`src/rtl/regfile_arbiter.sv`:
```
// regfile_arbiter: shares the 8-entry register file between the core (A) and
// the debug/scan port (B), and sequences a commanded clear of all registers.
// Each transaction issues exactly one rf_rd or rf_wr pulse and returns a
// one-cycle ack with registered read data.
//
// state   | meaning
// --------+-----------------------------------------------------------
// IDLE    | sample clr_req / a_req / b_req, grant or start a clear
// ACCESS  | rf_rd or rf_wr high for this single cycle
// RESP    | ack to the granted requester, read data valid
// CLEAR   | rf_rst high for one cycle
// CDONE   | clr_done pulse
module regfile_arbiter #(
    parameter int DW = 16,
    parameter int AW = 3
) (
    input  logic          clk,
    input  logic          rst,
    input  logic          a_req,
    input  logic          a_we,
    input  logic [AW-1:0] a_idx1,
    input  logic [AW-1:0] a_idx2,
    input  logic [DW-1:0] a_wdata,
    output logic          a_ack,
    output logic [DW-1:0] a_rdata1,
    output logic [DW-1:0] a_rdata2,
    input  logic          b_req,
    input  logic          b_we,
    input  logic [AW-1:0] b_idx1,
    input  logic [AW-1:0] b_idx2,
    input  logic [DW-1:0] b_wdata,
    output logic          b_ack,
    output logic [DW-1:0] b_rdata1,
    output logic [DW-1:0] b_rdata2,
    input  logic          clr_req,
    output logic          clr_done,
    output logic          busy,
    output logic          rf_rst,
    output logic          rf_rd,
    output logic          rf_wr,
    output logic [AW-1:0] rf_rd_index1,
    output logic [AW-1:0] rf_rd_index2,
    output logic [AW-1:0] rf_wr_index,
    output logic [DW-1:0] rf_wdata,
    input  logic [DW-1:0] rf_rdata1,
    input  logic [DW-1:0] rf_rdata2
);

    typedef enum logic [2:0] {
        S_IDLE   = 3'd0,
        S_ACCESS = 3'd1,
        S_RESP   = 3'd2,
        S_CLEAR  = 3'd3,
        S_CDONE  = 3'd4
    } state_t;

    state_t state, state_nxt;

    // last_grant / gnt_b: 0 = A, 1 = B
    logic          last_grant;
    logic          gnt_b;
    logic          grant_a, grant_b;
    logic          sel_we;
    logic [AW-1:0] sel_idx1, sel_idx2;
    logic [DW-1:0] sel_wdata;

    // Grant decision in IDLE: clear wins, then single request, then round-robin on a tie
    always_comb begin
        grant_a = 1'b0;
        grant_b = 1'b0;
        if (state == S_IDLE && !clr_req) begin
            if (a_req && b_req) begin
                if (last_grant) grant_a = 1'b1;
                else            grant_b = 1'b1;
            end else if (a_req) begin
                grant_a = 1'b1;
            end else if (b_req) begin
                grant_b = 1'b1;
            end
        end
    end

    // Request fields of whichever side is being granted
    always_comb begin
        sel_we    = grant_b ? b_we    : a_we;
        sel_idx1  = grant_b ? b_idx1  : a_idx1;
        sel_idx2  = grant_b ? b_idx2  : a_idx2;
        sel_wdata = grant_b ? b_wdata : a_wdata;
    end

    // State register
    always_ff @(posedge clk) begin
        if (rst) state <= S_IDLE;
        else     state <= state_nxt;
    end

    // Next-state logic
    always_comb begin
        state_nxt = state;
        case (state)
            S_IDLE: begin
                if (clr_req)                 state_nxt = S_CLEAR;
                else if (grant_a || grant_b) state_nxt = S_ACCESS;
            end
            S_ACCESS: state_nxt = S_RESP;
            S_RESP:   state_nxt = S_IDLE;
            S_CLEAR:  state_nxt = S_CDONE;
            S_CDONE:  state_nxt = S_IDLE;
            default:  state_nxt = S_IDLE;
        endcase
    end

    // Decoded outputs; rf_rst also follows rst so the register file clears with us
    always_comb begin
        busy     = (state != S_IDLE);
        a_ack    = (state == S_RESP) && !gnt_b;
        b_ack    = (state == S_RESP) &&  gnt_b;
        clr_done = (state == S_CDONE);
        rf_rst   = rst || (state == S_CLEAR);
    end

    // Register-file drive, grant bookkeeping and read-data capture
    always_ff @(posedge clk) begin
        if (rst) begin
            last_grant   <= 1'b1;
            gnt_b        <= 1'b0;
            rf_rd        <= 1'b0;
            rf_wr        <= 1'b0;
            rf_rd_index1 <= '0;
            rf_rd_index2 <= '0;
            rf_wr_index  <= '0;
            rf_wdata     <= '0;
            a_rdata1     <= '0;
            a_rdata2     <= '0;
            b_rdata1     <= '0;
            b_rdata2     <= '0;
        end else begin
            if (grant_a || grant_b) begin
                gnt_b        <= grant_b;
                last_grant   <= grant_b;
                rf_rd        <= !sel_we;
                rf_wr        <= sel_we;
                rf_rd_index1 <= sel_idx1;
                rf_rd_index2 <= sel_idx2;
                rf_wr_index  <= sel_idx1;
                rf_wdata     <= sel_wdata;
            end
            if (state == S_ACCESS) begin
                rf_rd <= 1'b0;
                rf_wr <= 1'b0;
                if (rf_rd) begin
                    if (gnt_b) begin
                        b_rdata1 <= rf_rdata1;
                        b_rdata2 <= rf_rdata2;
                    end else begin
                        a_rdata1 <= rf_rdata1;
                        a_rdata2 <= rf_rdata2;
                    end
                end
            end
        end
    end

endmodule

```
`config.mk`:
```
export PLATFORM = sky130hd
export DESIGN_NAME = regfile_arbiter
export DESIGN_NICKNAME = d
export VERILOG_FILES = /design/src/rtl/regfile_arbiter.sv
export SDC_FILE = /design/constraint.sdc
export NUM_CORES = 1
export LEC_CHECK = 0
export BUFFER_PORTS_ARGS = -buffer_cell sky130_fd_sc_hd__buf_2
export CAP_MARGIN = 20
export CELL_PAD_IN_SITES_DETAIL_PLACEMENT = 0
export CELL_PAD_IN_SITES_GLOBAL_PLACEMENT = 1
export CORE_MARGIN = 2
export CORE_UTILIZATION = 35
export DETAILED_ROUTE_END_ITERATION = 8
export PLACE_DENSITY = 0.89
export SLEW_MARGIN = 20
export SYNTH_ARGS = -nofsm -noshare
export SYNTH_HDL_FRONTEND = slang
export SYNTH_SLANG_ARGS = --single-unit
```
`constraint.sdc`:
```
create_clock -name clk -period 4.3 [get_ports clk]
set_input_delay 0.645 -clock clk [delete_from_list [all_inputs] [get_ports clk]]
set_output_delay 0.645 -clock clk [all_outputs]
set_load 0.05 [all_outputs]
```
==> run_results.csv, run 1 <==
group,metric,value,unit
timing,rsz_0062_raised_after_global_routing,"no",
timing,maxSlewViolCount,0,
power,clkPwrFrac,31.9,%
global_route,grt_max_degree,93,
synthesis,flops_latches_synth,93,
power,switching_power_as_a_share_of_total_power,31.0,%
hold_path,hp-class,"flop to flop",
job,max_cap_viol_count,0,
timing,max_clock_freq,423,MHz
power,finalPower,0.00185,W
placed_design,port_buffers,178,
synthesis,synth.yosys.warnings,0,
timing,finalCriticalPeriod,2360,ps
timing,fin_setup_tns,0,ps
timing,final.setup.worst_slack,1940,ps
synthesis,asyncSetResetFlopFracSynth,0,%
detailed_routing,drt_drc_violations_left,0,
hold_path,worst_hold_launch,"a_rdata2[0]",
clock_network,post_cts_buffers,0,
global_route,globalRouteTotalUtil,17.3,%
clock_network,post_cts_hold_buffer_count,0,
power,switching_power,0.000573,W
clock_network,clock_latency,360,ps
clock_network,cts_htree_levels,3,
critical_path,crit_path_start_kind,"flop",
detailed_routing,routed_wl,10.6,mm
timing,clock_skew,8.90,ps
synthesis,synthesis.area_per_instance,8.56,um2
critical_path,cp_data_required_time,3650,ps
floorplan,ioPinCount,179,
floorplan,die-width,109,um
critical_path,critical_path.max_fanout,68,
placed_design,finalWeightedCongestion,0.764,
power,part_of_the_power_in_registers,49.5,%
global_route,grt_first_pass_wirelength,16.4,mm
cells_and_area,drive_gt1_share,35.5,%
synthesis,syn_area,0.00384,mm2
global_route,antenna_violations_before_repair,0,
floorplan,number_of_placement_rows,38,
clock_network,clk_pin_slew_worst_paths,80,ps
detailed_routing,detailroute.via_count,3888,
synthesis,sequential_element_share_of_the_synthesized_area,48.5,%
clock_network,cts_resized,0,
critical_path,crit_arrival,1720,ps
cells_and_area,synthToLayoutAreaGrowth,27.4,%
detailed_routing,detail_route.iter0.violations,360,
detailed_routing,drtPass1Iterations,8,
power,peakVddDrop,0.155,mV
critical_path,end_kind,"output port",
global_route,globalRouteOverflowTotal,0,
synthesis,syn-num-nets,531,
clock_network,library_cell_used_as_clock_root_buffer,"clkbuf_8",
power,p_comb_share,18.6,%
synthesis,ys_dominant_reg_cell,"dfxtp_1",
cells_and_area,finish.net_count,670,
placed_design,dp_hpwl,7.06,mm
critical_path,reg2reg_from,"state[0]",
power,pwr_density_cell,378,mW/mm2
floorplan,dieHeight,109,um
detailed_routing,post_drt_via_cell_ratio,5.31,
power,leakage,2.01,nW
detailed_routing,postRouteAntennaNets,0,
synthesis,synth_enable_flop_cells,0,
cells_and_area,multi_input_comb_area,0.00169,mm2
cells_and_area,nFillCells,1113,
synthesis,netlist_instances,448,
clock_network,cts_inserted_buffers,9,
status,outcome,"finished, final reports clean",
power,p_int,0.00128,W
clock_network,tritoncts,"built",
detailed_routing,wl_per_cell,14.5,um
floorplan,initial_core_utilization,35.7,%
cells_and_area,n_antenna_cell,0,
cells_and_area,seqCellArea,0.00186,mm2
critical_path,critPathLaunch,"gnt_b",
placed_design,place_worst_setup_slack,2290,ps
timing,timing.slew.headroom,35.4,%
timing,hold_viol_final,0,
timing,tightestPinTransition,969,ps
floorplan,floorplan.core_area,0.0107,mm2
timing,crit_share_post_route,54.9,%
floorplan,floorplan.die_area,0.0118,mm2
global_route,vias_in_the_first_global_route,3370,
clock_network,cts_num_sinks,93,
critical_path,critPathKind,"flop to output port",
synthesis,synth_cell_type_count,36,
timing,setup_violations,0,
clock_network,cts_buffer_depth,2,
[area by class of cell]
class / instances / share of cell area [%]
clock inverter: 5 / 1.23
tap: 140 / 3.58
sequential: 93 / 38.1
multi-input combinational: 295 / 34.6
clock buffer: 11 / 2.89
timing repair buffer: 185 / 19.3
inverter: 3 / 0.230
[flip-flops by register name, summed over array words and instances, names as in the netlist]
signal,cells
a_rdata1,16
a_rdata2,16
b_rdata1,16
b_rdata2,16
rf_wdata,16
rf_rd_index2,3
rf_wr_index,3
state,3
gnt_b,1
last_grant,1
rf_rd,1
rf_wr,1
[cells by family (layout without fill, tap and decap cells)]
family,after synthesis,in the layout,share of synthesized area [%]
buffers and inverters,60,204,7.47
AOI/OAI and AO/OA,206,206,31.0
DFF,93,93,48.5
and+or+nand+nor,89,89,13.0
[power groups by stage]
| stage | clock network, W | logic, W | registers, W |
|---|---|---|---|
| after floorplan | 0 | 0.000162 | 0.00102 |
| after global placement | 0 | 0.000342 | 0.000934 |
| after detailed placement | 0 | 0.000346 | 0.000935 |
| after CTS | 0.000611 | 0.000346 | 0.000915 |
| after global routing | 0.000646 | 0.000373 | 0.000920 |
| final | 0.000589 | 0.000345 | 0.000915 |
[synth_stat cells (2+ instances only)]
cell type / number / area share, %
a211oi_1: 22 / 4.3
a21oi_1: 89 / 12
buf_1: 4 / 0.39
buf_2: 7 / 0.91
buf_4: 12 / 2.3
clkbuf_1: 33 / 3.2
dfxtp_1: 93 / 49
inv_1: 2 / 0.20
nand2_1: 4 / 0.39
nand3_1: 64 / 8.3
nor2_1: 6 / 0.59
o21ai_0: 67 / 8.7
o32ai_1: 22 / 5.0
[placed cells by master, fill, tap and decap left out]
master	n
buf_2	178
dfxtp_1	92
a21oi_1	89
o21ai_0	67
nand3_1	64
o32ai_1	22
a211oi_1	22
clkbuf_8	10
buf_4	7
nor2_1	6
nand2_1	4
clkinvlp_4	4
inv_1	2
or3_2	1
nor4b_1	1
nor4bb_1	1
nor3b_1	1
nand3b_1	1
and4bb_2	1
clkinv_1	1
nand4bb_2	1
or2_2	1
nor3_1	1
nor4_4	1
nor2b_1	1
a21bo_2	1
or4_4	1
nor3_2	1
a21boi_0	1
a21o_1	1
o311a_1	1
or3b_2	1
nand4_1	1
o2111ai_1	1
o31ai_1	1
bufinv_16	1
clkbuf_1	1
dfxtp_2	1
[routing by layer]
metal	up-vias	track usage, %	share of wire [%]
met2	164	26.8	46
li1	1940	-	-
met5	-	0	0
met1	1775	23.5	45
met3	9	4.00	8.4
met4	0	6.04	1.0
[path summary, 6_finish.rpt]
| check | endpoint | slack [ps] | depth (start not counted) |
|---|---|---|---|
| setup / recovery | b_ack | 1940 | 3 |
| hold / removal | a_rdata2[0] | 470 | 2 |
| setup reg to reg | b_rdata2[4] | 2370 | 4 |
| hold reg to reg | a_rdata2[0] | 470 | 2 |
[per-stage QoR]
stage,util (%),std cells,area (um2),hold slack (ps)
2_1_floorplan,-,448,3840,460
3_3_place_gp,43.6,716,4690,457
3_5_place_dp,43.6,716,4690,464
4_1_cts,45.5,732,4890,476
5_1_grt,45.5,732,4890,502
6_report,45.5,732,4890,472
[critical path, cell delays in order, from the launching register on]
cell	delay, ps
dfxtp_2	320
buf_4	480
nor4bb_1	250
buf_2	300
Note: power is estimated with default switching activity, not from simulation.
==> run 2: changes to the inputs <==
--- a/config.mk
+++ b/config.mk
@@ -10,9 +10,9 @@
 export CELL_PAD_IN_SITES_DETAIL_PLACEMENT = 0
 export CELL_PAD_IN_SITES_GLOBAL_PLACEMENT = 1
 export CORE_MARGIN = 2
-export CORE_UTILIZATION = 35
+export CORE_UTILIZATION = 30
 export DETAILED_ROUTE_END_ITERATION = 8
-export PLACE_DENSITY = 0.89
+export PLACE_DENSITY = 0.81
 export SLEW_MARGIN = 20
 export SYNTH_ARGS = -nofsm -noshare
 export SYNTH_HDL_FRONTEND = slang
==> constraint.sdc (replaced) <==
create_clock -name clk -period 2 [get_ports clk]
set_input_delay 0.3 -clock clk [delete_from_list [all_inputs] [get_ports clk]]
set_output_delay 0.3 -clock clk [all_outputs]
set_load 0.05 [all_outputs]
==> run_results.csv, run 2 (synthesis gave the netlist of run 1 again) <==
group,metric,value,unit
critical_path,critPathSlowestCell,"dfxtp_1",
power,p_comb_share,16.8,%
floorplan,floorplan.die_area,0.0137,mm2
power,leakage,2.12,nW
job,max_cap_viol_count,0,
global_route,globalRouteOverflowTotal,0,
cells_and_area,finish.net_count,677,
clock_network,post_cts_hold_buffer_count,0,
global_route,vias_in_the_first_global_route,3553,
timing,maxSlewViolCount,0,
critical_path,timing.reg2reg.worst_path_depth,4,
clock_network,clock_latency,350,ps
placed_design,place_inst,755,
critical_path,max_stage_delay,570,ps
detailed_routing,detailroute.via_count,3978,
power,pwr_density_cell,887,mW/mm2
detailed_routing,m1WireLength,5.04,mm
power,switching_power_as_a_share_of_total_power,28.6,%
critical_path,critical-path-top-delay-family,"flip-flops",
critical_path,critical_path.max_fanout,11,
timing,clock_skew,7.87,ps
critical_path,crit_arrival,1560,ps
detailed_routing,route.met2.wl,5.60,mm
floorplan,dieHeight,117,um
floorplan,die-width,117,um
detailed_routing,post_drt_via_cell_ratio,5.16,
detailed_routing,detail_route.iter0.violations,280,
floorplan,floorplan.core_area,0.0126,mm2
cells_and_area,n_antenna_cell,0,
timing,max_clock_freq,537,MHz
critical_path,timing.critical_path.depth,2,
critical_path,end_kind,"output port",
clock_network,tritoncts,"built",
detailed_routing,drtPass1Iterations,4,
power,switching_power,0.00130,W
global_route,grt_max_degree,79,
status,outcome,"finished, final reports clean",
critical_path,crit_path_start_kind,"flop",
clock_network,library_cell_used_as_clock_root_buffer,"clkbuf_16",
detailed_routing,routed_wl,11.6,mm
critical_path,cp_data_required_time,1700,ps
timing,fin_setup_tns,0,ps
power,p_int,0.00324,W
placed_design,finalWeightedCongestion,0.770,
power,clkPwrFrac,39.7,%
detailed_routing,route.met3.wl,791,um
cells_and_area,stdcell_count,771,
timing,timing.slew.headroom,53.8,%
timing,tightestPinTransition,693,ps
cells_and_area,layout.cells.most_common_list,"178 x buf_2, 92 x dfxtp_1, 89 x a21oi_1",
clock_network,cts_inserted_buffers,9,
hold_path,hp-class,"input port to flop",
timing,rsz_0062_raised_after_global_routing,"no",
clock_network,post_cts_buffers,0,
clock_network,cts_resized,0,
floorplan,initial_core_utilization,30.5,%
critical_path,crit_chain,"nor3b_1 -> buf_2",
hold_path,worst_hold_path.num_cells,3,
timing,finalCriticalPeriod,1860,ps
clock_network,cts_num_sinks,93,
cells_and_area,drive_gt1_share,36.4,%
timing,setup_violations,0,
timing,hold_viol_final,0,
power,part_of_the_power_in_registers,43.5,%
global_route,antenna_violations_before_repair,0,
placed_design,dp_hpwl,7.94,mm
detailed_routing,top_layer_used,"met4",
detailed_routing,wl_per_cell,15.1,um
clock_network,cts_htree_levels,3,
clock_network,cts_buffer_depth,2,
placed_design,port_buffers,178,
power,peakVddDrop,0.308,mV
critical_path,critPathKind,"flop to output port",
critical_path,worst-path-buf-inv,1,
floorplan,number_of_placement_rows,41,
critical_path,ff2ff_setup_slack,340,ps
detailed_routing,postRouteAntennaNets,0,
global_route,globalRouteTotalUtil,16.8,%
cells_and_area,synthToLayoutAreaGrowth,33.2,%
floorplan,ioPinCount,179,
cells_and_area,final_common_cell,"buf_2",
global_route,grt_first_pass_wirelength,18.0,mm
clock_network,clk_pin_slew_worst_paths,70,ps
power,finalPower,0.00453,W
timing,final.hold.worst_slack,213,ps
timing,crit_share_post_route,93.0,%
detailed_routing,drt_drc_violations_left,0,
run 2: cell types whose count changed in the layout (fill, tap and decap cells not counted), sizes merged:
cell,previous run,this run
clkinv,1,4
clkinvlp,4,0
bufinv,1,2
buf,185,192
run 2: metal layers:
metal / vias to the layer above / GRT usage (%)
li1: 1958 / -
met4: 0 / 6.98
met3: 13 / 3.45
met2: 140 / 27.3
met5: - / 0
met1: 1867 / 21.7
run 2: worst paths after layout:
check | startpoint | to
hold reg to reg | b_rdata2[1] | b_rdata2[1]
setup / recovery | state[2] | clr_done
setup reg to reg | state[2] | rf_wr_index[2]
hold / removal | rf_rdata1[0] | a_rdata1[0]
run 2: cell type report:
type | count | area [um2]
Sequential cell | 93 | 1860
Fill cell | 1310 | 7460
Clock inverter | 5 | 75.1
Timing Repair Buffer | 192 | 1010
Multi-Input combinational cell | 295 | 1710
Clock buffer | 11 | 233
Inverter | 3 | 11.3
Tap cell | 172 | 215
run 2: power groups by stage:
stage          Combinational (W)  Sequential, W  Clock, W
2_1_floorplan           0.000352        0.00220         0
3_3_place_gp            0.000753        0.00201         0
3_5_place_dp            0.000762        0.00202         0
4_1_cts                 0.000764        0.00197   0.00185
5_1_grt                 0.000818        0.00198   0.00192
6_report                0.000761        0.00197   0.00180
run 2: tightest hold or removal path, cell delays in order:
cell	delay (ps)
buf_2	100
nand3_1	60
a21oi_1	50
run 2: per-stage QoR:
stage / utilization, % / area (um2) / setup WS (ps)
global route: 40.7 / 5110 / 34.8
floorplan: - / 3850 / 66.6
CTS: 40.7 / 5110 / 108
finish: 40.7 / 5110 / 139
global placement: 38.2 / 4800 / 474
detailed placement: 38.2 / 4800 / 363
